[src/rtl/lsu_pkg.sv]
// lsu_pkg: shared widths, width encodings, FSM state type and access-size helper
// for the load/store access controller.
package lsu_pkg;

  localparam int ADDR_W = 32;
  localparam int DATA_W = 32;

  localparam logic [1:0] WIDTH_BYTE = 2'b00;
  localparam logic [1:0] WIDTH_HALF = 2'b01;
  localparam logic [1:0] WIDTH_WORD = 2'b11;

  typedef enum logic [1:0] {
    IDLE = 2'd0,
    ACC0 = 2'd1,
    ACC1 = 2'd2,
    DONE = 2'd3
  } lsuState_e;

  // Encoding 2'b10 is deliberately folded into word.
  function automatic logic [2:0] sizeFromWidth(input logic [1:0] width);
    case (width)
      WIDTH_BYTE: return 3'd1;
      WIDTH_HALF: return 3'd2;
      default:    return 3'd4;
    endcase
  endfunction

endpackage

[src/rtl/lsu_access_ctrl_if.sv]
// lsu_access_ctrl_if: execute-stage request/response handshake plus word-memory port.
// master = execute stage and memory; slave = access controller.
interface lsu_access_ctrl_if;
  import lsu_pkg::*;

  logic              req_valid;
  logic              req_ready;
  logic              req_write;
  logic [1:0]        req_width;
  logic              req_sign;
  logic [ADDR_W-1:0] req_addr;
  logic [DATA_W-1:0] req_wdata;
  logic              resp_valid;
  logic [DATA_W-1:0] resp_rdata;
  logic              resp_err;
  logic              mem_en;
  logic              mem_we;
  logic [3:0]        mem_be;
  logic [ADDR_W-1:0] mem_addr;
  logic [DATA_W-1:0] mem_wdata;
  logic [DATA_W-1:0] mem_rdata;

  modport master (
    output req_valid, req_write, req_width, req_sign, req_addr, req_wdata, mem_rdata,
    input  req_ready, resp_valid, resp_rdata, resp_err,
           mem_en, mem_we, mem_be, mem_addr, mem_wdata
  );

  modport slave (
    input  req_valid, req_write, req_width, req_sign, req_addr, req_wdata, mem_rdata,
    output req_ready, resp_valid, resp_rdata, resp_err,
           mem_en, mem_we, mem_be, mem_addr, mem_wdata
  );

endinterface

[src/rtl/lsu_load_align.sv]
// lsu_load_align: combinational shift, truncate and sign/zero extend of the
// 64-bit little-endian load window into a 32-bit write-back value.
module lsu_load_align
  import lsu_pkg::*;
(
  input  logic [63:0]       window,
  input  logic [1:0]        offset,
  input  logic [1:0]        width,
  input  logic              signExt,
  output logic [DATA_W-1:0] data
);

  logic [31:0] shifted;

  always_comb begin
    shifted = 32'(window >> {offset, 3'b000});
    case (width)
      WIDTH_BYTE: data = {{24{signExt & shifted[7]}}, shifted[7:0]};
      WIDTH_HALF: data = {{16{signExt & shifted[15]}}, shifted[15:0]};
      default:    data = shifted;
    endcase
  end

endmodule

[src/rtl/lsu_access_ctrl.sv]
// lsu_access_ctrl: turns one byte/half/word load or store into one or two aligned word accesses.
// Macro LSU_MISALIGN_SPLIT_EN: defined splits word-crossing accesses; undefined flags them with resp_err.
//
// state | meaning
// IDLE  | ready, waiting for req_valid
// ACC0  | access to the word holding the first byte
// ACC1  | access to the following word; word 0 read data captured
// DONE  | one-cycle response pulse
module lsu_access_ctrl
  import lsu_pkg::*;
(
  input logic              CLK,
  input logic              Reset,
  lsu_access_ctrl_if.slave bus
);

  lsuState_e state, nextState;

  logic              reqWrite;
  logic              reqSign;
  logic [1:0]        reqWidth;
  logic [ADDR_W-1:0] reqAddr;
  logic [DATA_W-1:0] reqWdata;
  logic              crossReg;
  logic [DATA_W-1:0] holdLo;

  logic [2:0]        inSize;
  logic              inCross;
  logic              accept;
  logic [3:0]        sizeMask;
  logic [1:0]        offset;
  logic [ADDR_W-1:0] wordAddr;
  logic [63:0]       storeWin;
  logic [7:0]        beWin;
  logic [63:0]       loadWin;
  logic [DATA_W-1:0] loadData;
  logic              respErr;

  assign inSize  = sizeFromWidth(bus.req_width);
  assign inCross = ({2'b00, bus.req_addr[1:0]} + {1'b0, inSize}) > 4'd4;
  assign accept  = (state == IDLE) && bus.req_valid;

  always_ff @(posedge CLK) begin
    if (Reset) state <= IDLE;
    else       state <= nextState;
  end

  always_ff @(posedge CLK) begin
    if (Reset) begin
      reqWrite <= 1'b0;
      reqSign  <= 1'b0;
      reqWidth <= WIDTH_BYTE;
      reqAddr  <= '0;
      reqWdata <= '0;
      crossReg <= 1'b0;
      holdLo   <= '0;
    end else begin
      if (accept) begin
        reqWrite <= bus.req_write;
        reqSign  <= bus.req_sign;
        reqWidth <= bus.req_width;
        reqAddr  <= bus.req_addr;
        reqWdata <= bus.req_wdata;
        crossReg <= inCross;
      end
      if (state == ACC1) holdLo <= bus.mem_rdata;
    end
  end

  always_comb begin
    nextState = state;
    case (state)
      IDLE: begin
        if (bus.req_valid) begin
`ifdef LSU_MISALIGN_SPLIT_EN
          nextState = ACC0;
`else
          nextState = inCross ? DONE : ACC0;
`endif
        end
      end
      ACC0:    nextState = crossReg ? ACC1 : DONE;
      ACC1:    nextState = DONE;
      DONE:    nextState = IDLE;
      default: nextState = IDLE;
    endcase
  end

  always_comb begin
    case (sizeFromWidth(reqWidth))
      3'd1:    sizeMask = 4'b0001;
      3'd2:    sizeMask = 4'b0011;
      default: sizeMask = 4'b1111;
    endcase
  end

  assign offset   = reqAddr[1:0];
  assign wordAddr = {reqAddr[ADDR_W-1:2], 2'b00};
  assign storeWin = {32'b0, reqWdata} << {offset, 3'b000};
  assign beWin    = {4'b0000, sizeMask} << offset;
  assign loadWin  = crossReg ? {bus.mem_rdata, holdLo} : {32'b0, bus.mem_rdata};

`ifdef LSU_MISALIGN_SPLIT_EN
  assign respErr = 1'b0;
`else
  assign respErr = crossReg;
`endif

  lsu_load_align u_load_align (
    .window  (loadWin),
    .offset  (offset),
    .width   (reqWidth),
    .signExt (reqSign),
    .data    (loadData)
  );

  // Outputs are gated by Reset so an aborted access stops driving memory immediately.
  always_comb begin
    bus.req_ready  = 1'b0;
    bus.mem_en     = 1'b0;
    bus.mem_we     = 1'b0;
    bus.mem_be     = 4'b0000;
    bus.mem_addr   = '0;
    bus.mem_wdata  = '0;
    bus.resp_valid = 1'b0;
    bus.resp_rdata = '0;
    bus.resp_err   = 1'b0;
    if (!Reset) begin
      case (state)
        IDLE: bus.req_ready = 1'b1;
        ACC0: begin
          bus.mem_en    = 1'b1;
          bus.mem_we    = reqWrite;
          bus.mem_be    = beWin[3:0];
          bus.mem_addr  = wordAddr;
          bus.mem_wdata = reqWrite ? storeWin[31:0] : '0;
        end
        ACC1: begin
          bus.mem_en    = 1'b1;
          bus.mem_we    = reqWrite;
          bus.mem_be    = beWin[7:4];
          bus.mem_addr  = wordAddr + 32'd4;
          bus.mem_wdata = reqWrite ? storeWin[63:32] : '0;
        end
        DONE: begin
          bus.resp_valid = 1'b1;
          bus.resp_err   = respErr;
          bus.resp_rdata = (reqWrite || respErr) ? '0 : loadData;
        end
        default: ;
      endcase
    end
  end

endmodule

[src/flat_wrapper.sv]
// flat-port wrapper written by rule: the top's interface ports become plain ports
module lsu_access_ctrl_flat import lsu_pkg::*;
  (CLK, Reset, bus_req_valid, bus_req_write, bus_req_width, bus_req_sign, bus_req_addr, bus_req_wdata, bus_mem_rdata, bus_req_ready, bus_resp_valid, bus_resp_rdata, bus_resp_err, bus_mem_en, bus_mem_we, bus_mem_be, bus_mem_addr, bus_mem_wdata);
  lsu_access_ctrl_if bus_i ();
  input logic CLK;
  input logic Reset;
  input wire logic [$bits(bus_i.req_valid)-1:0] bus_req_valid;
  input wire logic [$bits(bus_i.req_write)-1:0] bus_req_write;
  input wire logic [$bits(bus_i.req_width)-1:0] bus_req_width;
  input wire logic [$bits(bus_i.req_sign)-1:0] bus_req_sign;
  input wire logic [$bits(bus_i.req_addr)-1:0] bus_req_addr;
  input wire logic [$bits(bus_i.req_wdata)-1:0] bus_req_wdata;
  input wire logic [$bits(bus_i.mem_rdata)-1:0] bus_mem_rdata;
  output wire logic [$bits(bus_i.req_ready)-1:0] bus_req_ready;
  output wire logic [$bits(bus_i.resp_valid)-1:0] bus_resp_valid;
  output wire logic [$bits(bus_i.resp_rdata)-1:0] bus_resp_rdata;
  output wire logic [$bits(bus_i.resp_err)-1:0] bus_resp_err;
  output wire logic [$bits(bus_i.mem_en)-1:0] bus_mem_en;
  output wire logic [$bits(bus_i.mem_we)-1:0] bus_mem_we;
  output wire logic [$bits(bus_i.mem_be)-1:0] bus_mem_be;
  output wire logic [$bits(bus_i.mem_addr)-1:0] bus_mem_addr;
  output wire logic [$bits(bus_i.mem_wdata)-1:0] bus_mem_wdata;
  assign bus_i.req_valid = bus_req_valid;
  assign bus_i.req_write = bus_req_write;
  assign bus_i.req_width = bus_req_width;
  assign bus_i.req_sign = bus_req_sign;
  assign bus_i.req_addr = bus_req_addr;
  assign bus_i.req_wdata = bus_req_wdata;
  assign bus_i.mem_rdata = bus_mem_rdata;
  assign bus_req_ready = bus_i.req_ready;
  assign bus_resp_valid = bus_i.resp_valid;
  assign bus_resp_rdata = bus_i.resp_rdata;
  assign bus_resp_err = bus_i.resp_err;
  assign bus_mem_en = bus_i.mem_en;
  assign bus_mem_we = bus_i.mem_we;
  assign bus_mem_be = bus_i.mem_be;
  assign bus_mem_addr = bus_i.mem_addr;
  assign bus_mem_wdata = bus_i.mem_wdata;
  lsu_access_ctrl u_core (.CLK(CLK), .Reset(Reset), .bus(bus_i));
endmodule
[config.mk]
export PLATFORM = sky130hd
export DESIGN_NAME = lsu_access_ctrl_flat
export DESIGN_NICKNAME = d
export VERILOG_FILES = /design/src/rtl/lsu_pkg.sv /design/src/rtl/lsu_access_ctrl_if.sv /design/src/rtl/lsu_load_align.sv /design/src/rtl/lsu_access_ctrl.sv /design/src/flat_wrapper.sv
export SDC_FILE = /design/constraint.sdc
export NUM_CORES = 1
export LEC_CHECK = 0
export CAP_MARGIN = 20
export CELL_PAD_IN_SITES_DETAIL_PLACEMENT = 1
export CELL_PAD_IN_SITES_GLOBAL_PLACEMENT = 1
export CORE_MARGIN = 5
export CORE_UTILIZATION = 35
export DETAILED_ROUTE_END_ITERATION = 8
export HOLD_SLACK_MARGIN = 0.03
export PLACE_DENSITY = 0.92
export SYNTH_ARGS = -nofsm -noshare
export SYNTH_HDL_FRONTEND = slang
export SYNTH_SLANG_ARGS = --single-unit
[constraint.sdc]
create_clock -name CLK -period 2.6 [get_ports CLK]
set_input_delay 0.26 -clock CLK [delete_from_list [all_inputs] [get_ports CLK]]
set_output_delay 0.26 -clock CLK [all_outputs]
set_load 0.03 [all_outputs]
==> flow_metrics.py <==
metrics = {
    "placement": {
        "hpwl_um": 21190,
        "gp_congestion": 0.8700,
        "io_buffers": 205,
    },
    "grt": {
        "overflow": 0,
        "grt_pass1_wl_um": 45030,
        "grt_antenna_before_repair": 2,
        "grt_max_degree": 49,
        "first_global_vias": 8341,
        "grt.total_usage_pct": 23.19,
    },
    "clock_tree": {
        "insertion_delay_ns": 0.36,
        "path_clk_slew_ns": 0.08,
        "cts_buffer_depth": 2,
        "cts_tree": "yes",
        "cts-hold-fix-buffers": 0,
        "cts-root-buf": "clkbuf_16",
        "cts_made_buffers": 9,
        "numClockSinks": 103,
        "htree_num_levels": 3,
    },
    "setup_path": {
        "ff2ff_path_depth": 6,
        "r2r_setup_slack_ns": 0.60,
        "startpoint_type": "register",
        "crit_type": "register to output port",
        "crit_family": "compound AO/OA/AOI/OAI gates",
        "cp.required_ns": 2.34,
        "slowest_stage": "a2111o_1",
        "cp_slowest_stage_delay_ns": 0.51,
        "crit_arrival_ns": 2.44,
        "r2r_end": "u_core.holdLo[5]",
        "crit_chain": "buf_12 -> buf_12 -> nor3b_1 -> a21oi_1 -> a2111o_1 -> o311a_2 -> nor2_1 -> buf_4",
        "cp_max_fo": 8,
        "cpMostUsedCell": "buf_12",
        "path_buf_inv": 3,
        "timing.rr.start": "u_core.state[0]",
        "cp-end-kind": "output port",
    },
    "synthesis": {
        "yosysWarnings": 0,
        "syn_inst": 968,
        "yosys.area_share.simple_pct": 24.62,
        "synth_area_leaders": "dfxtp_1 (29%), nand2_1 (10%), mux2i_1 (8.3%)",
        "synth_edf_count": 0,
        "syn-cell-area_sq_um": 7206,
        "synth_ff_type": "dfxtp_1",
        "synthMuxAreaShare_pct": 15.84,
        "synth_top_cell_area_share_pct": 28.62,
        "async_flop_share_pct": 0,
        "synthAdderAreaFrac_pct": 1.841,
        "yosysUniqueCellTypes": 59,
        "synthXorXnorAreaFrac_pct": 0.6077,
        "synth_seq_cells": 103,
        "synth_top_area_cell": "dfxtp_1",
        "synth_compound_area_share_pct": 22.73,
        "syn_area_per_cell_sq_um": 7.444,
        "synth-seq-area-share_pct": 28.62,
        "synth_top_family_by_area": "simple AND/OR/NAND/NOR gates",
    },
    "sta": {
        "period_needed_ns": 2.701,
        "rsz0062_at_grt": "true",
        "timing.final.ws_setup_ns": -0.1015,
        "whs_ns": 0.4394,
        "finClkSkew_ns": 0.007906,
        "drv_slew": 0,
        "slew_headroom_pct": 46.76,
        "fin_crit_sh_pct": 103.9,
        "setup_viol": 15,
        "hold_viol": 0,
        "worstMarginPinSlew_ns": 0.7958,
        "fmax_mhz": 370.2,
    },
    "die": {
        "ioPinCount": 208,
        "rows": 52,
        "die_y_um": 153.5,
        "die_w_um": 153.5,
        "die-area_sq_um": 23560,
        "start_util_pct": 35.61,
        "coreArea_sq_um": 20230,
    },
    "outcome": {
        "violations": "setup timing",
        "status": "finished with violations",
    },
    "routing": {
        "ant_nets": 0,
        "dr.pass1.iters": 6,
        "drc": 0,
        "via_per_inst": 5.595,
        "routed_wl_um": 29580,
        "vias": 8085,
        "routedWlPerCell_um": 20.47,
        "dr.first_iter.drc_count": 399,
    },
    "layout": {
        "final_nets": 1283,
        "drive_gt1_share_pct": 23.91,
        "fillers": 2444,
        "diodes": 0,
        "area_growth_pct": 42.42,
    },
    "pwr": {
        "ir_drop_mv": 0.4127,
        "p_leak_nw": 3.851,
        "power_mw": 7.614,
        "powerDensity_nw_per_um2": 742.0,
    },
    "worst_hold_path": {
        "holdPathEnd": "u_core.holdLo[11]",
        "hold_path_class": "primary input to register",
        "hold_path_depth": 3,
        "hp-start": "Reset",
    },
    "run": {
        "drv_cap": 0,
    },
}
[sequential cells by signal (all words and copies together), names as in the netlist]
name and flops:
u_core.reqSign 1, u_core.reqWrite 1, u_core.reqWdata 32, u_core.crossReg 1
u_core.holdLo 32, u_core.state 2, u_core.reqAddr 32, u_core.reqWidth 2
[worst reg2reg max path, stage by stage (launching register included)]
cell and delay, ns:
dfxtp_4 0.37, inv_2 0.11, ha_2 0.30, buf_4 0.20, buf_4 0.50, mux2i_1 0.32, nor2_1 0.08
[final cells by class]
| cell class | count | area (sq um) | share of cell area, % |
|---|---|---|---|
| Timing Repair Buffer | 269 | 2547 | 24.82 |
| Clock inverter | 5 | 57.56 | 0.5608 |
| Sequential cell | 103 | 2090 | 20.36 |
| Inverter | 12 | 45.04 | 0.4389 |
| Clock buffer | 11 | 242.7 | 2.365 |
| Multi-Input combinational cell | 775 | 4942 | 48.16 |
| Tap cell | 270 | 337.8 | 3.292 |
[where the power goes]
group | switching, mW | total, mW | leakage (nW) | internal, mW
logic | 2.24 | 3.90 | 2.86 | 1.66
registers | 0.374 | 2.30 | 0.848 | 1.92
clock network | 0.642 | 1.42 | 0.138 | 0.773
[cells in the final DEF (no fill, tap or decap), drive strengths merged, types with 4 or more instances in the layout]
| cell | instances |
|---|---|
| o221a | 8 |
| nand3 | 19 |
| a21o | 5 |
| a211oi | 31 |
| and3 | 6 |
| ha | 9 |
| nand4 | 9 |
| a22oi | 9 |
| o21ai | 34 |
| o21ba | 7 |
| a221oi | 7 |
| dlygate4sd2 | 7 |
| dfxtp | 103 |
| nor2b | 20 |
| a211o | 4 |
| mux4 | 8 |
| nand2 | 193 |
| a21oi | 112 |
| xor2 | 4 |
| nor2 | 116 |
| inv | 10 |
| clkbuf | 12 |
| mux2 | 32 |
| nor3b | 9 |
| mux2i | 60 |
| o21a | 9 |
| clkdlybuf4s50 | 107 |
| buf | 153 |
| a31oi | 15 |
| nor3 | 6 |
| and2 | 9 |
[routing by layer]
metal / vias up / track usage [%] / wire, um
li1: 3816 / - / -
met3: 43 / 4.467 / 1628
met2: 242 / 40.57 / 14780
met1: 3980 / 28.84 / 12550
met5: - / 0 / 22
met4: 4 / 7.065 / 599
[repair_timing]
item / CTS / global route
setup buffers: 6 / 8
cloned: 0 / 2
endpoints found under the setup margin: 59 / 68
resized for setup: 24 / 56
pin swaps: 3 / 11
[metrics by stage]
step	setup TNS (ns)	instance area, sq um	instances	utilization (%)	worst slack [ns]
2_1_floorplan	-0.8145	7213	969	-	-0.1058
3_3_place_gp	0	9570	1414	47.30	0.2094
3_5_place_dp	0	9570	1414	47.30	0.1311
4_1_cts	0	9972	1436	49.28	0.001152
5_1_grt	-2.627	10260	1445	50.72	-0.1655
6_report	-1.057	10260	1445	50.72	-0.1015
[cells in the mapped netlist, types with 4 or more instances]
master	n
nor2b_1	20
and2_1	6
inv_1	10
buf_2	13
buf_4	8
a31oi_1	15
buf_1	7
mux2_2	32
nand2_1	193
xor2_1	4
and3_1	6
clkbuf_1	51
o21ba_2	7
o21ai_0	34
a21oi_1	112
mux2i_1	60
a211oi_1	31
a221oi_1	7
nor3_1	6
nor3b_1	9
mux4_2	8
o221a_2	8
a21o_1	5
ha_1	9
a22oi_1	9
nor2_1	116
a211o_1	4
o21a_1	9
nand3_1	18
dfxtp_1	103
nand4_1	9
[worst max path at each step]
stage / from / end / slack [ns] / cells after the start
finish: u_core.reqAddr[0] / bus_resp_rdata[19] / -0.10 / 8
global route: u_core.reqAddr[0] / bus_resp_rdata[19] / -0.17 / 8
CTS: u_core.state[1] / bus_resp_rdata[28] / 0.001 / 8
detailed placement: bus_mem_rdata[13] / bus_resp_rdata[5] / 0.13 / 7
global placement: bus_mem_rdata[15] / bus_resp_rdata[18] / 0.21 / 7
floorplan: u_core.state[1] / bus_mem_wdata[24] / -0.11 / 8
[cells by family after synthesis]
group,after synthesis
simple gates,398
compound gates,258
xor+xnor,5
mux,100
fa+ha+maj,10
buf+inv,93
flops,103
other cells,1
Note: power is estimated with default switching activity, not from simulation.
